## src/rtl/uart1_pkg.sv

```systemverilog
// ============================================================================
// uart1_pkg
// ----------------------------------------------------------------------------
// Purpose : Shared types and constants for the uart1 transmitter slice.
//           Holds the frame-state enum and the frame geometry constants used
//           by uart1_tx and its bit-period timer.
// Ports   : none (package)
// Config  : UART1_TX_PARITY_EN - when defined, frames carry an even-parity
//           bit between the last data bit and the stop bit (11-bit frame).
// ============================================================================
package uart1_pkg;

    // Frame sequencer states. PARITY is only ever entered when the parity
    // option is compiled in; the encoding is kept identical in both builds.
    typedef enum logic [2:0] {
        IDLE   = 3'd0,
        START  = 3'd1,
        DATA   = 3'd2,
        PARITY = 3'd3,
        STOP   = 3'd4
    } uart_state_e;

    localparam int DATA_BITS = 8;

`ifdef UART1_TX_PARITY_EN
    localparam int FRAME_BITS = 11;
`else
    localparam int FRAME_BITS = 10;
`endif

endpackage : uart1_pkg

```

## src/rtl/uart1_tx_baud_tick.sv

```systemverilog
// ============================================================================
// uart_baud_tick
// ----------------------------------------------------------------------------
// Purpose : Bit-period timer for the uart1 transmitter. Counts clock cycles
//           0..CLOCK_DIV-1 while 'run' is high and flags the last cycle of
//           each bit period with a one-cycle 'tick'. The counter wraps to 0
//           on the tick and is held at 0 while 'run' is low, so the first
//           bit period after 'run' rises is always a full CLOCK_DIV cycles.
//
// Parameters:
//   CLOCK_DIV          - clk cycles per bit, must be >= 2
//   CLOCK_COUNTER_BITS - counter width, 2**CLOCK_COUNTER_BITS >= CLOCK_DIV
//
// Ports:
//   clk    in   system clock, rising edge
//   nreset in   asynchronous active-low reset
//   run    in   enables counting; counter cleared while low
//   tick   out  high during the final cycle of each bit period
// ============================================================================
module uart_baud_tick #(
    parameter int CLOCK_DIV          = 234,
    parameter int CLOCK_COUNTER_BITS = 8
) (
    input  logic clk,
    input  logic nreset,
    input  logic run,
    output logic tick
);

    localparam logic [CLOCK_COUNTER_BITS-1:0] LastCount =
        CLOCK_COUNTER_BITS'(CLOCK_DIV - 1);

    logic [CLOCK_COUNTER_BITS-1:0] count_q;
    logic [CLOCK_COUNTER_BITS-1:0] count_d;

    // The tick is decoded from the registered count, so it is clean for the
    // whole cycle and lines up with the edge on which the bit should advance.
    assign tick = run && (count_q == LastCount);

    // Next count: park at zero when idle, wrap at the terminal count.
    always_comb begin
        count_d = count_q + CLOCK_COUNTER_BITS'(1);
        if (!run || tick) begin
            count_d = '0;
        end
    end

    // Counter register.
    always_ff @(posedge clk or negedge nreset) begin
        if (!nreset) begin
            count_q <= '0;
        end else begin
            count_q <= count_d;
        end
    end

endmodule : uart_baud_tick

```

## src/rtl/uart1_tx.sv

```systemverilog
// ============================================================================
// uart1_tx
// ----------------------------------------------------------------------------
// Purpose : 8N1 UART transmitter with a fixed integer clock divider. Each
//           accepted 'send' request serialises one byte onto 'tx', LSB
//           first, framed by a start bit (0) and a stop bit (1). 'busy' is
//           high for the whole frame. Both outputs come straight from flops.
//
// Parameters:
//   CLOCK_DIV          - clk cycles per bit (default 27 MHz / 115200), >= 2
//   CLOCK_COUNTER_BITS - bit-period counter width, 2**bits >= CLOCK_DIV
//
// Ports:
//   clk    in   1  system clock, rising edge
//   nreset in   1  asynchronous active-low reset; abandons any frame
//   data   in   8  byte to send, sampled only on the accepting edge
//   send   in   1  level-sensitive request, ignored while busy
//   tx     out  1  serial line, idles high
//   busy   out  1  high while a frame is on the line
//
// Config  : UART1_TX_PARITY_EN - when defined, an even-parity bit
//           (XOR of the data byte) is sent between bit 7 and the stop bit,
//           giving an 11-bit frame. Undefined gives plain 8N1.
// ============================================================================
module uart1_tx
    import uart1_pkg::*;
#(
    parameter int CLOCK_DIV          = 234,
    parameter int CLOCK_COUNTER_BITS = 8
) (
    input  logic       clk,
    input  logic       nreset,
    input  logic [7:0] data,
    input  logic       send,
    output logic       tx,
    output logic       busy
);

    uart_state_e state_q;
    uart_state_e state_d;
    logic [7:0]  shiftReg_q;
    logic [7:0]  shiftReg_d;
    logic [2:0]  bitIdx_q;
    logic [2:0]  bitIdx_d;
    logic        tx_q;
    logic        tx_d;
    logic        busy_q;
    logic        busy_d;
    logic        baudRun;
    logic        bitTick;

`ifdef UART1_TX_PARITY_EN
    logic        parity_q;
    logic        parity_d;
`endif

    // The timer only runs while a frame is in flight; in IDLE it sits at
    // zero so an accepted request always starts with a full start bit.
    assign baudRun = (state_q != IDLE);

    uart_baud_tick #(
        .CLOCK_DIV          (CLOCK_DIV),
        .CLOCK_COUNTER_BITS (CLOCK_COUNTER_BITS)
    ) uBaudTick (
        .clk    (clk),
        .nreset (nreset),
        .run    (baudRun),
        .tick   (bitTick)
    );

    // Frame sequencer. The line level and busy flag are decoded from the
    // *next* state and registered, so they change exactly on the edge where
    // the state changes and never glitch mid-bit. The shift register holds
    // the current data bit in bit 0 and shifts at the end of each data bit.
    always_comb begin
        state_d    = state_q;
        shiftReg_d = shiftReg_q;
        bitIdx_d   = bitIdx_q;
`ifdef UART1_TX_PARITY_EN
        parity_d   = parity_q;
`endif

        case (state_q)
            IDLE: begin
                if (send) begin
                    state_d    = START;
                    shiftReg_d = data;
                    bitIdx_d   = '0;
`ifdef UART1_TX_PARITY_EN
                    parity_d   = ^data;
`endif
                end
            end
            START: begin
                if (bitTick) begin
                    state_d = DATA;
                end
            end
            DATA: begin
                if (bitTick) begin
                    shiftReg_d = {1'b0, shiftReg_q[7:1]};
                    bitIdx_d   = bitIdx_q + 3'd1;
                    if (bitIdx_q == 3'(DATA_BITS - 1)) begin
`ifdef UART1_TX_PARITY_EN
                        state_d = PARITY;
`else
                        state_d = STOP;
`endif
                    end
                end
            end
`ifdef UART1_TX_PARITY_EN
            PARITY: begin
                if (bitTick) begin
                    state_d = STOP;
                end
            end
`endif
            STOP: begin
                if (bitTick) begin
                    state_d = IDLE;
                end
            end
            default: begin
                state_d = IDLE;
            end
        endcase

        tx_d   = 1'b1;
        busy_d = (state_d != IDLE);
        case (state_d)
            START:   tx_d = 1'b0;
            DATA:    tx_d = shiftReg_d[0];
`ifdef UART1_TX_PARITY_EN
            PARITY:  tx_d = parity_d;
`endif
            default: tx_d = 1'b1;
        endcase
    end

    // State, datapath and output registers. Reset drops the line back to
    // idle immediately, abandoning any frame in progress.
    always_ff @(posedge clk or negedge nreset) begin
        if (!nreset) begin
            state_q    <= IDLE;
            shiftReg_q <= '0;
            bitIdx_q   <= '0;
            tx_q       <= 1'b1;
            busy_q     <= 1'b0;
        end else begin
            state_q    <= state_d;
            shiftReg_q <= shiftReg_d;
            bitIdx_q   <= bitIdx_d;
            tx_q       <= tx_d;
            busy_q     <= busy_d;
        end
    end

`ifdef UART1_TX_PARITY_EN
    // Parity is computed once from the accepted byte and held for the frame.
    always_ff @(posedge clk or negedge nreset) begin
        if (!nreset) begin
            parity_q <= 1'b0;
        end else begin
            parity_q <= parity_d;
        end
    end
`endif

    assign tx   = tx_q;
    assign busy = busy_q;

endmodule : uart1_tx

```

## config.mk

```make
export PLATFORM = sky130hd
export DESIGN_NAME = uart1_tx
export DESIGN_NICKNAME = d
export VERILOG_FILES = /design/src/rtl/uart1_pkg.sv /design/src/rtl/uart1_tx_baud_tick.sv /design/src/rtl/uart1_tx.sv
export SDC_FILE = /design/constraint.sdc
export NUM_CORES = 1
export LEC_CHECK = 0
export CAP_MARGIN = 40
export CORE_MARGIN = 3
export CORE_UTILIZATION = 52
export CTS_BUF_LIST = sky130_fd_sc_hd__clkbuf_4
export DETAILED_ROUTE_END_ITERATION = 8
export GPL_TIMING_DRIVEN = 0
export PLACE_DENSITY = 0.77
export SETUP_SLACK_MARGIN = 0.02
export SYNTH_ARGS = -nofsm -noshare
export SYNTH_HDL_FRONTEND = slang
export SYNTH_SLANG_ARGS = --single-unit
```

## constraint.sdc

```tcl
create_clock -name clk -period 1.7 [get_ports clk]
set_clock_uncertainty 0.15 [all_clocks]
set_input_delay 0.255 -clock clk [delete_from_list [all_inputs] [get_ports clk]]
set_output_delay 0.255 -clock clk [all_outputs]
set_load 0.1 [all_outputs]
```

==> run summary, run 1 <==
Crit-path slowest cell: dfrtp_1
first-pass GRT wire length: 3910 um
total power: 0.00159 W
Die ar.: 2870 um2
Synth Area per Inst: 11.0 um2
CTS clk-pin slew, worst paths: 130 ps
synthesized area: 1180 um2
Detail Route Antenna Nets: 0
critical-path cell list: inv_1 -> ha_2 -> and4b_4 -> a31oi_4 -> buf_6 -> mux2_4
# IOs: 13
top cell type's share of synthesized area: 48.9%
Vias: 898
CTS tree: built
CTS root buf: clkbuf_4
critical path peak fanout: 5
kind of critical path: reg -> reg
Yosys Warn Count: 0
met1 usage: 24.4%
Initial Util: 57.6%
endpoint class of the critical path: flop
final-report hold violation count: 0
outcome: finished, violations left
Worst Path Arrival: 1810 ps
Period minus WS final: 1730 ps
die width: 53.6 um
asr flop ratio synth: 100%
clock buffer depth: 2
final slew viol count: 0
Finished Layout Cells: 161
Die Y: 53.6 um
main area contributors after synthesis: dfrtp_1, nand2_1, ha_1, a22oi_1, nor2_1
worst hold path class: in -> async
utilization after layout: 78.2%
detailed-route DRC error count: 0
period utilization: 102%
Synth area leader: dfrtp_1
DP Area: 1380 um2
Primary FF master, synth: dfrtp_1
clk sinks: 24
First DRT Iteration DRCs: 15
Max-slew headroom: 70.6%
Mapped Nets: 122
VDD IR max: 804 uV
Total GRT Usage: 19.0%
fin worst setup slack: -34.6 ps
row count: 16
Placer Congestion: 0.739
layout cells sized above 1: 29.9%
Slew @ Worst Pin: 440 ps
Pwr Density: 998 nW/um2
final instance area: 1600 um2
Num CTS Buffers: 3
commonest cells in the netlist: dfrtp_1, nand2_1, nor2_1
crit-path max cell delay: 400 ps
Via density: 5.58
failing checks: setup timing
largest net degree at the start of global routing: 17
fin nets: 150
insertion delay to the later sink of the worst-skew pair: 320 ps
met3 Track Usage GR: 4.99%
max frequency: 0.576 GHz
final setup vio count: 1
placed cell count: 150
Antenna Diode Count: 0
crit start category: flop
unrepaired setup endpoints after global routing: true
Area Overhead vs Synth: 35.7%
vias in the first global route: 851
most crowded layer after global routing: met2
Post-synth EDFFs: 0
CP required: 1770 ps
per-cell routed wire length: 16.2 um
Post-Route WL: 2610 um
top-count cell post-synth: dfrtp_1
core area: 2040 um2
Syn Inst Count: 107
Port Buffers: 12
post-DP HPWL: 1550 um
Pleak: 0.726 nW
M2 GR Usage: 31.6%
initial antenna violation count: 0
Yosys cell types: 38
First-pass DRT Iterations: 4
htree depth: 1
number of synthesized register bits: 24
gr ovfl total: 0
sequential area share after synthesis: 51.2%
max_cap viols: 0
-- kinds of logic after synthesis --
group	count (synthesis)	share of synthesized area [%]
AO/OA/AOI/OAI	19	12.0
XOR/XNOR	6	4.47
adder cells (fa/ha/maj)	4	4.26
buffers and inverters	9	4.89
flip-flops	24	51.2
multiplexers	2	2.13
AND/OR/NAND/NOR	43	21.1
-- stage by stage --
step	hold slack [ps]	worst slack [ps]	setup TNS (ps)
CTS	82.9	-26.0	-49.2
global route	85.7	-91.2	-383
detailed placement	314	-115	-409
finish	75.9	-34.6	-34.6
floorplan	-191	33.8	0
global placement	309	-318	-990
-- registers in the layout, indices dropped and copies added (netlist names) --
name,flops
shiftReg_q,8
uBaudTick.count_q,8
bitIdx_q,3
tx,1
state_q,3
busy,1
-- placed cells by master (no fill, tap or decap), types with 4 or more instances in the layout --
| cell type | instances |
|---|---|
| buf_4 | 6 |
| buf_6 | 5 |
| clkdlybuf4s50_1 | 10 |
| dfrtp_1 | 21 |
| inv_1 | 5 |
| nand2_1 | 14 |
| nand3_1 | 4 |
| nor2_1 | 10 |
| xor2_1 | 4 |
-- layer usage --
| metal | share of wire [%] | routed length (um) | vias to the layer above |
|---|---|---|---|
| met3 | 3.0 | 78 | 7 |
| met5 | 0 | 0 | - |
| met4 | 1.8 | 46 | 0 |
| met2 | 51 | 1330 | 19 |
| li1 | - | - | 430 |
| met1 | 44 | 1150 | 442 |
-- power breakdown --
part	switching [W]	internal, W
clock	0.000171	0.000239
combinational	0.000187	0.000208
sequential	0.000107	0.000680
-- final cells by class --
type                    count  area, um2
plain buffers               3       37.5
inverters                   5       18.8
flip-flops and latches     24        604
clock buffers               3       22.5
clock inverters             1       30.0
fillers                   125        445
repair buffers             24        259
well taps                  27       33.8
multi-input cells          74        591
-- worst paths after layout --
check,from,to,slack [ps],depth (start not counted)
max reg2reg,uBaudTick.count_q[1],bitIdx_q[0],-30,6
min reg2reg,shiftReg_q[5],shiftReg_q[5],330,2
min in group clk,shiftReg_q[5],shiftReg_q[5],330,2
min,nreset,uBaudTick.count_q[2],80,1
max,uBaudTick.count_q[1],bitIdx_q[0],-30,6
max in group asynchronous,nreset,tx,780,2
-- repair_timing --
| item | in CTS | in global routing |
|---|---|---|
| cloned | 1 | 0 |
| endpoints found under the setup margin | 19 | 18 |
| pin swaps | 2 | 6 |
| gates resized for setup | 12 | 10 |
| buffers inserted | 4 | 5 |
| hold buffers | 0 | 0 |
-- critical path, delay by kind of cell (launching register included) --
| family | cells | cell delay [ps] |
|---|---|---|
| mux | 1 | 250 |
| compound gates | 1 | 130 |
| simple gates | 1 | 300 |
| buf+inv | 2 | 220 |
| fa+ha+maj | 1 | 190 |
| flops | 1 | 400 |
(Power assumes the default switching activity.)
==> run 2: changes to the inputs <==
--- a/config.mk
+++ b/config.mk
@@ -5,13 +5,13 @@
 export SDC_FILE = /design/constraint.sdc
 export NUM_CORES = 1
 export LEC_CHECK = 0
-export CAP_MARGIN = 40
 export CORE_MARGIN = 3
-export CORE_UTILIZATION = 52
+export CORE_UTILIZATION = 60
 export CTS_BUF_LIST = sky130_fd_sc_hd__clkbuf_4
 export DETAILED_ROUTE_END_ITERATION = 8
 export GPL_TIMING_DRIVEN = 0
-export PLACE_DENSITY = 0.77
+export HOLD_SLACK_MARGIN = 0.08
+export PLACE_DENSITY = 0.84
 export SETUP_SLACK_MARGIN = 0.02
 export SYNTH_ARGS = -nofsm -noshare
 export SYNTH_HDL_FRONTEND = slang
==> constraint.sdc (replaced) <==
create_clock -name clk -period 2.1 [get_ports clk]
set_clock_uncertainty 0.15 [all_clocks]
set_input_delay 0.315 -clock clk [delete_from_list [all_inputs] [get_ports clk]]
set_output_delay 0.315 -clock clk [all_outputs]
set_load 0.1 [all_outputs]
==> run 2 against run 1 <==
The run now ends clean; core utilization fell by 0.78 points; sequential power fell by 19%; cell count fell by 8.1%; first-iteration DRC count fell by 47%; global-route usage rose by 0.81 points; routed wire length fell by 20%; critical path depth fell by 5; flip-flop and latch count did not move; worst setup slack improved by 180 ps; worst hold slack improved by 280 ps; die area fell by 12%.
==> run summary, run 2 (synthesis gave the netlist of run 1 again) <==
vias in the first global route: 851 (unchanged)
worst hold path class: reg -> reg
CTS root buf: clkbuf_4
Antenna Diode Count: 0 (unchanged)
fin nets: 139 (-7.3%)
final slew viol count: 0 (unchanged)
VDD IR max: 584 uV (-27%)
CP required: 1630 ps (-140 ps)
critical-path cell list: dlygate4sd2_1
utilization after layout: 77.4% (-0.78 points)
Pwr Density: 863 nW/um2 (-13%)
max_cap viols: 0 (unchanged)
Die ar.: 2530 um2 (-12%)
clk sinks: 24 (unchanged)
max frequency: 0.512 GHz
Port Buffers: 12 (unchanged)
worst setup path start: busy
reg2reg setup slack: 300 ps (+330 ps)
layout cells sized above 1: 15.4% (-14 points)
Initial Util: 66.0% (+8.4 points)
Worst Path Arrival: 1490 ps (-320 ps)
Via density: 5.51 (-1.1%)
kind of critical path: reg -> out
Die Y: 50.3 um (-6.1%)
DP Area: 1330 um2 (-3.8%)
post-DP HPWL: 1510 um (-2.9%)
most frequent cells in the layout: dfrtp_1, nand2_1, nor2_1, clkdlybuf4s50_1, a22oi_1
First DRT Iteration DRCs: 8 (-7)
Pleak: 0.633 nW (-13%)
Vias: 816 (-9.1%)
htree depth: 1 (unchanged)
CTS tree: built
critical path peak fanout: 1 (-4)
final instance area: 1380 um2 (-14%)
row count: 15 (-1)
largest net degree at the start of global routing: 25 (+8)
final-report hold violation count: 0 (unchanged)
# IOs: 13 (unchanged)
outcome: finished, final reports clean
core area: 1780 um2 (-13%)
initial antenna violation count: 0 (unchanged)
final setup vio count: 0 (-1)
clock buffer depth: 2 (unchanged)
CTS clk-pin slew, worst paths: 130 ps (about the same)
period utilization: 93.1%
crit-path max cell delay: 840 ps (+440 ps)
Largest regs: shiftReg_q (8), uBaudTick.count_q (8)
Num CTS Buffers: 3 (unchanged)
die width: 50.3 um (-6.1%)
total power: 0.00119 W (-25%)
Slew @ Worst Pin: 1040 ps (+602 ps)
crit start category: flop
Period minus WS final: 1950 ps
post-CTS setup buffers: 0 (-4)
gr ovfl total: 0 (unchanged)
endpoint class of the critical path: primary output
Critical Path Stages: 1 (-5)
worst r2r path cells: 6 (unchanged)
first-pass GRT wire length: 3840 um (-1.9%)
unrepaired setup endpoints after global routing: false
detailed-route DRC error count: 0 (unchanged)
final setup TNS: 0 ps (+34.6 ps)
Post-Route WL: 2080 um (-20%)
First-pass DRT Iterations: 4 (unchanged)
Detail Route Antenna Nets: 0 (unchanged)
reg2reg end: bitIdx_q[0]
Placer Congestion: 0.795 (+7.6%)
Largest delay share family, worst path: buffers and inverters
Max-slew headroom: 30.3% (-40 points)
Area Overhead vs Synth: 17.3%
crit path to: busy
Crit-path slowest cell: dlygate4sd2_1
Hold WS: 353 ps (+277 ps)
commonest non-fill, non-tap cell in the layout: dfrtp_1
CP bufs+invs: 1 (-1)
insertion delay to the later sink of the worst-skew pair: 310 ps (about the same)
Total GRT Usage: 19.8% (+0.81 points)
R2R Path Start: uBaudTick.count_q[1]
per-cell routed wire length: 14.0 um (-13%)
## run 2: worst min-delay path by stage
stage / to / slack [ps] / startpoint / depth (start not counted)
CTS: shiftReg_q[2] / 360 / shiftReg_q[2] / 2
global route: shiftReg_q[2] / 390 / shiftReg_q[3] / 2
detailed placement: shiftReg_q[2] / 320 / shiftReg_q[2] / 2
floorplan: bitIdx_q[0] / -130 / nreset / 0
global placement: shiftReg_q[3] / 310 / shiftReg_q[3] / 2
finish: shiftReg_q[2] / 350 / shiftReg_q[2] / 2
## run 2: timing repair
| item | in CTS | in global routing |
|---|---|---|
| resized for setup | 4 | 0 |
| hold buffers | 0 | 0 |
| setup endpoints to repair | 2 | 0 |
## run 2: stage by stage
stage               std cells  setup slack [ps]
global route              148               106
global placement          144              19.7
finish                    148               145
floorplan                 107               412
detailed placement        144              20.6
CTS                       148               142
## run 2: report_power, final
part / total, W / switching [W] / internal (W)
clock network: 0.000334 / 0.000141 / 0.000193
logic: 0.000222 / 0.000118 / 0.000105
registers: 0.000635 / 0.0000846 / 0.000550
## run 2: final cells by class
cell class,count,area [um2]
Tap cell,25,31.3
Fill cell,123,403
Clock inverter,1,30.0
Inverter,5,18.8
Timing Repair Buffer,12,120
Multi-Input combinational cell,74,517
Buffer,4,38.8
Clock buffer,3,22.5
Sequential cell,24,602
## run 2: layer usage
layer | track usage (%) | routed length (um) | vias up
met4 | 6.91 | 25 | 0
met2 | 33.7 | 1030 | 14
li1 | - | - | 408
met5 | 0 | 0 | -
met3 | 2.67 | 45 | 4
met1 | 25.7 | 980 | 390
